### src/rtl/ray_memory_cached.sv
// rtl/ray_memory_cached.sv - octree-walking ray memory client with node cache, depth limit and hit/miss counters
module ray_memory_cached #(
    parameter int POSITION_WIDTH         = 16,
    parameter int DATA_WIDTH             = 24,
    parameter int ADDRESS_WIDTH          = 32,
    parameter int ID_WIDTH               = 4,
    parameter int MASTER_ID              = 0,
    parameter int MATERIAL_ADDRESS_WIDTH = 8,
    parameter int MAX_DEPTH              = 8,
    parameter int CACHE_INDEX_WIDTH      = 4,
    parameter int COUNT_WIDTH            = 16
) (
    input  logic                                 clock,
    input  logic                                 reset,
    input  logic [ADDRESS_WIDTH-1:0]             materialAddress,
    input  logic [ADDRESS_WIDTH-1:0]             treeAddress,
    input  logic                                 flush,
    input  logic                                 traverse,
    input  logic [2:0][POSITION_WIDTH-1:0]       position,
    input  logic                                 writePixel,
    input  logic [23:0]                          pixel,
    input  logic [ADDRESS_WIDTH-1:0]             pixelAddress,
    output logic                                 ready,
    output logic                                 done,
    output logic                                 error,
    output logic [3:0]                           depth,
    output logic [DATA_WIDTH-1:0]                material,
    output logic [COUNT_WIDTH-1:0]               hitCount,
    output logic [COUNT_WIDTH-1:0]               missCount,
    output logic                                 msValid,
    input  logic                                 msTaken,
    output logic [ADDRESS_WIDTH-1:0]             msAddress,
    output logic [DATA_WIDTH-1:0]                msData,
    output logic                                 msWrite,
    output logic [ID_WIDTH-1:0]                  msID,
    input  logic                                 smValid,
    output logic                                 smTaken,
    input  logic [DATA_WIDTH-1:0]                smData,
    input  logic [ID_WIDTH-1:0]                  smID
);

    localparam int KEY_WIDTH = DATA_WIDTH + 3;
    localparam int TAG_WIDTH = KEY_WIDTH - CACHE_INDEX_WIDTH;
    localparam int ENTRIES   = 1 << CACHE_INDEX_WIDTH;

    typedef enum logic [2:0] {
        IDLE,
        PIXEL_REQ,
        LOOKUP,
        NODE_REQ,
        NODE_WAIT,
        MAT_REQ,
        MAT_WAIT
    } state_t;

    state_t state, state_next;

    logic [3:0]            level;
    logic [DATA_WIDTH-1:0] node;

    logic [ENTRIES-1:0]    cache_valid;
    logic [TAG_WIDTH-1:0]  cache_tag  [ENTRIES];
    logic [DATA_WIDTH-1:0] cache_data [ENTRIES];

    logic [POSITION_WIDTH-1:0]    pos_x, pos_y, pos_z;
    logic [2:0]                   octant;
    logic [KEY_WIDTH-1:0]         key;
    logic [CACHE_INDEX_WIDTH-1:0] cache_index;
    logic [TAG_WIDTH-1:0]         cache_key_tag;
    logic                         cache_hit;
    logic                         resp_ok;
    logic                         eval_now;
    logic [DATA_WIDTH-1:0]        eval_word;
    logic                         is_leaf;
    logic                         last_level;
    logic [ADDRESS_WIDTH-1:0]     node_address;
    logic [ADDRESS_WIDTH-1:0]     leaf_material_address;

    // Shifting by the level brings the bit for this tree level to the MSB.
    assign pos_x  = position[0] << level;
    assign pos_y  = position[1] << level;
    assign pos_z  = position[2] << level;
    assign octant = {pos_z[POSITION_WIDTH-1], pos_y[POSITION_WIDTH-1], pos_x[POSITION_WIDTH-1]};

    assign key           = {node, octant};
    assign cache_index   = key[CACHE_INDEX_WIDTH-1:0];
    assign cache_key_tag = key[KEY_WIDTH-1:CACHE_INDEX_WIDTH];
    assign node_address  = treeAddress + ADDRESS_WIDTH'(key);
    assign cache_hit     = cache_valid[cache_index] && (cache_tag[cache_index] == cache_key_tag);

    assign resp_ok  = smValid && (smID == ID_WIDTH'(MASTER_ID));
    assign smTaken  = ((state == NODE_WAIT) || (state == MAT_WAIT)) && resp_ok;
    assign msValid  = (state == PIXEL_REQ) || (state == NODE_REQ) || (state == MAT_REQ);
    assign msID     = ID_WIDTH'(MASTER_ID);
    assign ready    = (state == IDLE);

    // A node word is evaluated either straight from the cache or from the bus response.
    assign eval_word  = (state == NODE_WAIT) ? smData : cache_data[cache_index];
    assign eval_now   = ((state == LOOKUP) && cache_hit) || ((state == NODE_WAIT) && resp_ok);
    assign is_leaf    = &eval_word[DATA_WIDTH-1:MATERIAL_ADDRESS_WIDTH];
    assign last_level = (level == 4'(MAX_DEPTH - 1));
    assign leaf_material_address = materialAddress + ADDRESS_WIDTH'(eval_word[MATERIAL_ADDRESS_WIDTH-1:0]);

    always_comb begin
        state_next = state;
        case (state)
            IDLE: begin
                if (writePixel) begin
                    state_next = PIXEL_REQ;
                end else if (traverse) begin
                    state_next = LOOKUP;
                end
            end
            PIXEL_REQ: if (msTaken) state_next = IDLE;
            LOOKUP:    if (!cache_hit) state_next = NODE_REQ;
            NODE_REQ:  if (msTaken) state_next = NODE_WAIT;
            MAT_REQ:   if (msTaken) state_next = MAT_WAIT;
            MAT_WAIT:  if (resp_ok) state_next = IDLE;
            default:   state_next = state;
        endcase
        if (eval_now) begin
            if (is_leaf) begin
                state_next = MAT_REQ;
            end else if (last_level) begin
                state_next = IDLE;
            end else begin
                state_next = LOOKUP;
            end
        end
    end

    always_ff @(posedge clock) begin
        if (reset) begin
            state       <= IDLE;
            level       <= '0;
            node        <= '0;
            msAddress   <= '0;
            msData      <= '0;
            msWrite     <= 1'b0;
            done        <= 1'b0;
            error       <= 1'b0;
            depth       <= '0;
            material    <= '0;
            hitCount    <= '0;
            missCount   <= '0;
            cache_valid <= '0;
        end else begin
            state <= state_next;
            done  <= 1'b0;
            case (state)
                IDLE: begin
                    if (flush) begin
                        cache_valid <= '0;
                    end
                    if (writePixel) begin
                        msAddress <= pixelAddress;
                        msData    <= DATA_WIDTH'(pixel);
                        msWrite   <= 1'b1;
                    end else if (traverse) begin
                        level <= '0;
                        node  <= '0;
                    end
                end
                LOOKUP: begin
                    if (cache_hit) begin
                        if (hitCount != '1) hitCount <= hitCount + 1'b1;
                    end else begin
                        if (missCount != '1) missCount <= missCount + 1'b1;
                        msAddress <= node_address;
                        msWrite   <= 1'b0;
                    end
                end
                NODE_WAIT: begin
                    if (resp_ok) cache_valid[cache_index] <= 1'b1;
                end
                MAT_WAIT: begin
                    if (resp_ok) begin
                        material <= smData;
                        error    <= 1'b0;
                        done     <= 1'b1;
                    end
                end
                default: ;
            endcase
            if (eval_now) begin
                if (is_leaf) begin
                    depth     <= level;
                    msAddress <= leaf_material_address;
                    msWrite   <= 1'b0;
                end else if (last_level) begin
                    error    <= 1'b1;
                    material <= '0;
                    depth    <= level;
                    done     <= 1'b1;
                end else begin
                    node  <= eval_word;
                    level <= level + 4'd1;
                end
            end
        end
    end

    // Tag/data storage carries no reset; the valid bits alone decide a hit.
    always_ff @(posedge clock) begin
        if (!reset && (state == NODE_WAIT) && resp_ok) begin
            cache_tag[cache_index]  <= cache_key_tag;
            cache_data[cache_index] <= smData;
        end
    end

endmodule
### config.mk
export PLATFORM = sky130hd
export DESIGN_NAME = ray_memory_cached
export DESIGN_NICKNAME = d
export VERILOG_FILES = /design/src/rtl/ray_memory_cached.sv
export SDC_FILE = /design/constraint.sdc
export NUM_CORES = 1
export LEC_CHECK = 0
export CAP_MARGIN = 30
export CORE_MARGIN = 1.5
export CORE_UTILIZATION = 57
export DETAILED_ROUTE_END_ITERATION = 6
export GPL_TIMING_DRIVEN = 0
export PLACE_DENSITY_LB_ADDON = 0.08
export SYNTH_ARGS = -nofsm -noshare
export SYNTH_HDL_FRONTEND = slang
export SYNTH_SLANG_ARGS = --single-unit
### constraint.sdc
create_clock -name clock -period 19.9 [get_ports clock]
set_input_delay 2.985 -clock clock [delete_from_list [all_inputs] [get_ports clock]]
set_output_delay 2.985 -clock clock [all_outputs]
set_load 0.1 [all_outputs]
==> results.tsv, run 1 <==
stage	metric	value	unit
status	outcome	completed	
die	num_rows	97	
clock_network	ctsHoldBuffers	0	
critical_path	r2r_end	msAddress[26]	
yosys	synth_cell_types	95	
grt	grt_pass1_vias	30600	
clock_network	clk_latency	0.66	ns
critical_path	endpoint	msAddress[26]	
yosys	syn_avg_cell_area	12.9	sq um
die	die_area	0.0730	sq mm
yosys	yosysWarningCount	0	
clock_network	clock_sinks	918	
route	ant_nets	0	
grt	antenna_found_initial	22	
sta	post-route-min-period	10.49	ns
critical_path	critical_path_class	primary input to flop	
route	routedWlPerCell	30.3	microns
sta	setup_viol	0	
yosys	yosysTopAreaCell	edfxtp_1	
critical_path	crit_family	buffers and inverters	
hold_path	min_path_cells	2	
hold_path	hold_start	material[22]	
clock_network	clock_path_buffers	3	
die	io_pins	329	
yosys	synth_edf_count	752	
pwr	power_density	89.4	mW/mm^2
sta	finalClockSkew	0.0290	ns
yosys	synth.area.top_cells	edfxtp_1, dfxtp_1, a21oi_1, mux2i_1, mux4_2	
clock_network	cts_made_buffers	94	
clock_network	cts_resized	0	
yosys	synth_top_cell_area_share	55.5	%
sta	report.final.slew_viol_count	0	
route	first_iter_violations	4143	
flow_run	maxCapViolCount	0	
yosys	ys_seq_area_share	63.7	%
critical_path	cp_max_fo	10	
route	wl_met2	66.5	mm
pwr	ir_drop	83.0	uV
sta	fin_tns_setup	0	ns
yosys	ys_seq_elements	918	
critical_path	r2r_start	level[1]	
grt	grt_max_degree	24	
placed_design	port_buffers	322	
die	die_height	270	microns
critical_path	r2r_cells	28	
clock_network	cts_tree	yes	
critical_path	critPathBufInv	8	
clock_network	post-cts-setup-buffer-count	0	
cells_and_area	layout.nets	3864	
placed_design	gp_congestion	0.973	
placed_design	hpwl	98.2	mm
critical_path	cp.required	20.40	ns
critical_path	start_kind	primary input	
sta	relSlewSlack	26.1	%
pwr	total_power	0.00444	W
route	via_per_inst	6.72	
route	m1WireLength	50.3	mm
yosys	netlist_area	0.0407	sq mm
yosys	syn-instance-count	3145	
route	drc	0	
sta	max_slew.worst_pin.slew	1.10	ns
grt	grt_overflow_total	0	
yosys	async_flop_share	0	%
sta	hold_viol_final	0	
cells_and_area	syn_to_final_growth	22.2	%
die	die_w	270	microns
die	start_util	57.9	%
route	vias	31300	
route	wl_met3	16.6	mm
cells_and_area	drive_gt1_share	13.0	%
critical_path	path_depth	27	
clock_network	clk_pin_slew	0.06	ns
sta	fin_crit_sh	52.7	%
hold_path	hold_path.class	flop to flop	
die	core	0.0703	sq mm
sta	timing.fmax	0.0953	GHz
critical_path	crit_start	position[8]	
route	highest_layer	met4	
route	firstDrtPassIters	6	
grt	grt_use_total	37.9	%
pwr	p_leak	15.7	nW
sta	rsz0062_at_grt	no	
critical_path	rrSetupSlack	11.32	ns
critical_path	cp_data_arrival_time	10.99	ns
clock_network	htree_levels	3	
route	wl	141	mm
clock_network	clockRootBuffer	clkbuf_16	
yosys	ys.flop_type	edfxtp_1	
critical_path	cp-end-kind	flop	
critical_path	slowest_stage	buf_1	
critical_path	cpPeakStageDelay	0.79	ns
grt	grt_pass1_wl	202	mm
## cells in the final DEF (no fill, tap or decap), types with 58 or more instances in the layout
master           synthesis  final
o21ai_0                205    205
clkdlybuf4s50_1          0    322
a21oi_1                328    328
edfxtp_1               752    752
buf_2                   67     68
nand3_1                 87     87
clkbuf_16                0     94
nand2_1                221    221
clkbuf_1               101    117
mux2i_1                117    117
nor2_1                 121    105
nor3_1                 161    161
mux2_2                  58     58
dfxtp_1                166    166
## Yosys cell counts (9+ instances only)
cell type / instances
a2111oi_0: 26
nand4_1: 28
a41oi_1: 19
mux4_2: 50
buf_4: 12
nand2b_1: 19
and3_1: 22
mux2_1: 12
o2111a_1: 9
or3_1: 11
a31oi_1: 18
buf_6: 18
o21ai_1: 9
dfxtp_1: 166
xor2_1: 28
a41o_1: 18
nor4_1: 25
a22oi_1: 9
buf_1: 19
xnor2_1: 39
a31o_2: 12
ha_1: 38
o21a_1: 18
nor2_1: 121
mux2i_1: 117
edfxtp_1: 752
o21ai_0: 205
buf_2: 67
a211oi_1: 24
inv_1: 31
a21o_1: 21
a21oi_1: 328
nand2_1: 221
clkbuf_1: 101
mux2_2: 58
nor2b_1: 14
nor3_1: 161
o22ai_1: 9
o22a_1: 36
o2111ai_1: 35
nand3_1: 87
## cell families after synthesis
logic type | count (synthesis) | synth area share (%)
other cells | 1 | 0.00922
compound gates | 865 | 13.6
xor+xnor | 67 | 1.44
flops | 918 | 63.7
mux | 240 | 7.75
fa+ha+maj | 40 | 1.27
simple gates | 759 | 9.23
buf+inv | 255 | 3.04
## per-layer routing
metal  track usage, %  vias up
li1                 -    13200
met1             47.9    15300
met2             60.6     2316
met3             8.57      452
met4             21.1        0
met5                0        -
## stage by stage
| stage | utilization, % | cell area [sq um] | worst slack, ns | hold WS [ns] | instances |
|---|---|---|---|---|---|
| global route | 70.7 | 49700 | 9.17 | 0.480 | 4661 |
| finish | 70.7 | 49700 | 9.41 | 0.452 | 4661 |
| CTS | 70.6 | 49600 | 9.44 | 0.454 | 4640 |
| floorplan | - | 40700 | 9.16 | 0.436 | 3148 |
| detailed placement | 66.2 | 46500 | 8.81 | 0.446 | 4464 |
| global placement | 64.2 | 45100 | 7.39 | 0.443 | 4410 |
## area by class of cell
class                      instances  area (sq um)
antenna                           20          50.0
tap                              940          1180
buffer                           219          1100
clock inverter                    53           546
sequential                       918         25900
timing repair buffer             377          4520
multi-input combinational       1975         13700
inverter                          36           138
clock buffer                     123          2590
fill                            4779         20600
## worst min path at each step
stage	slack, ns	endpoint
3_5_place_dp	0.45	msData[23]
6_report	0.45	material[22]
5_1_grt	0.48	msData[23]
4_1_cts	0.45	msData[23]
2_1_floorplan	0.44	cache_valid[10]
3_3_place_gp	0.44	msData[14]
## sequential cells by signal (all words and copies together), names as in the netlist
signal       count
depth            4
error            1
state            3
missCount       16
level            4
done             1
msWrite          1
node            24
cache_tag      368
cache_valid     16
hitCount        16
material        24
msAddress       32
msData          24
cache_data     384
## worst register-to-register path, delay by kind of cell, from the launching register on
family / cells / cell delay (ns)
compound gates: 9 / 2.23
xor+xnor: 1 / 0.25
fa+ha+maj: 2 / 0.66
buf+inv: 9 / 2.80
flops: 1 / 0.47
mux: 4 / 1.63
simple gates: 3 / 0.37
## where the power goes
part | internal (W) | switching, W | total [W]
Sequential | 0.00208 | 0.0000205 | 0.00210
Combinational | 0.000169 | 0.000381 | 0.000549
Clock | 0.00103 | 0.000762 | 0.00179
Total | 0.00328 | 0.00116 | 0.00444
Power figures use the tool's default switching activity.
==> run 2: changes to the inputs <==
- clock period: 19.9 -> 10.6 ns (I/O delays scaled with it)
==> results of run 2 <==
Same layout as run 1 (identical final DEF). Status: completed.
Main changes from that run: setup slack after placement 8.81 ns -> 0.909 ns; setup slack after layout 9.41 ns -> 1.50 ns; register-to-register setup slack 11.32 ns -> 2.02 ns; total power 0.00444 W -> 0.00834 W; worst IR drop on VDD 83.0 uV -> 156 uV
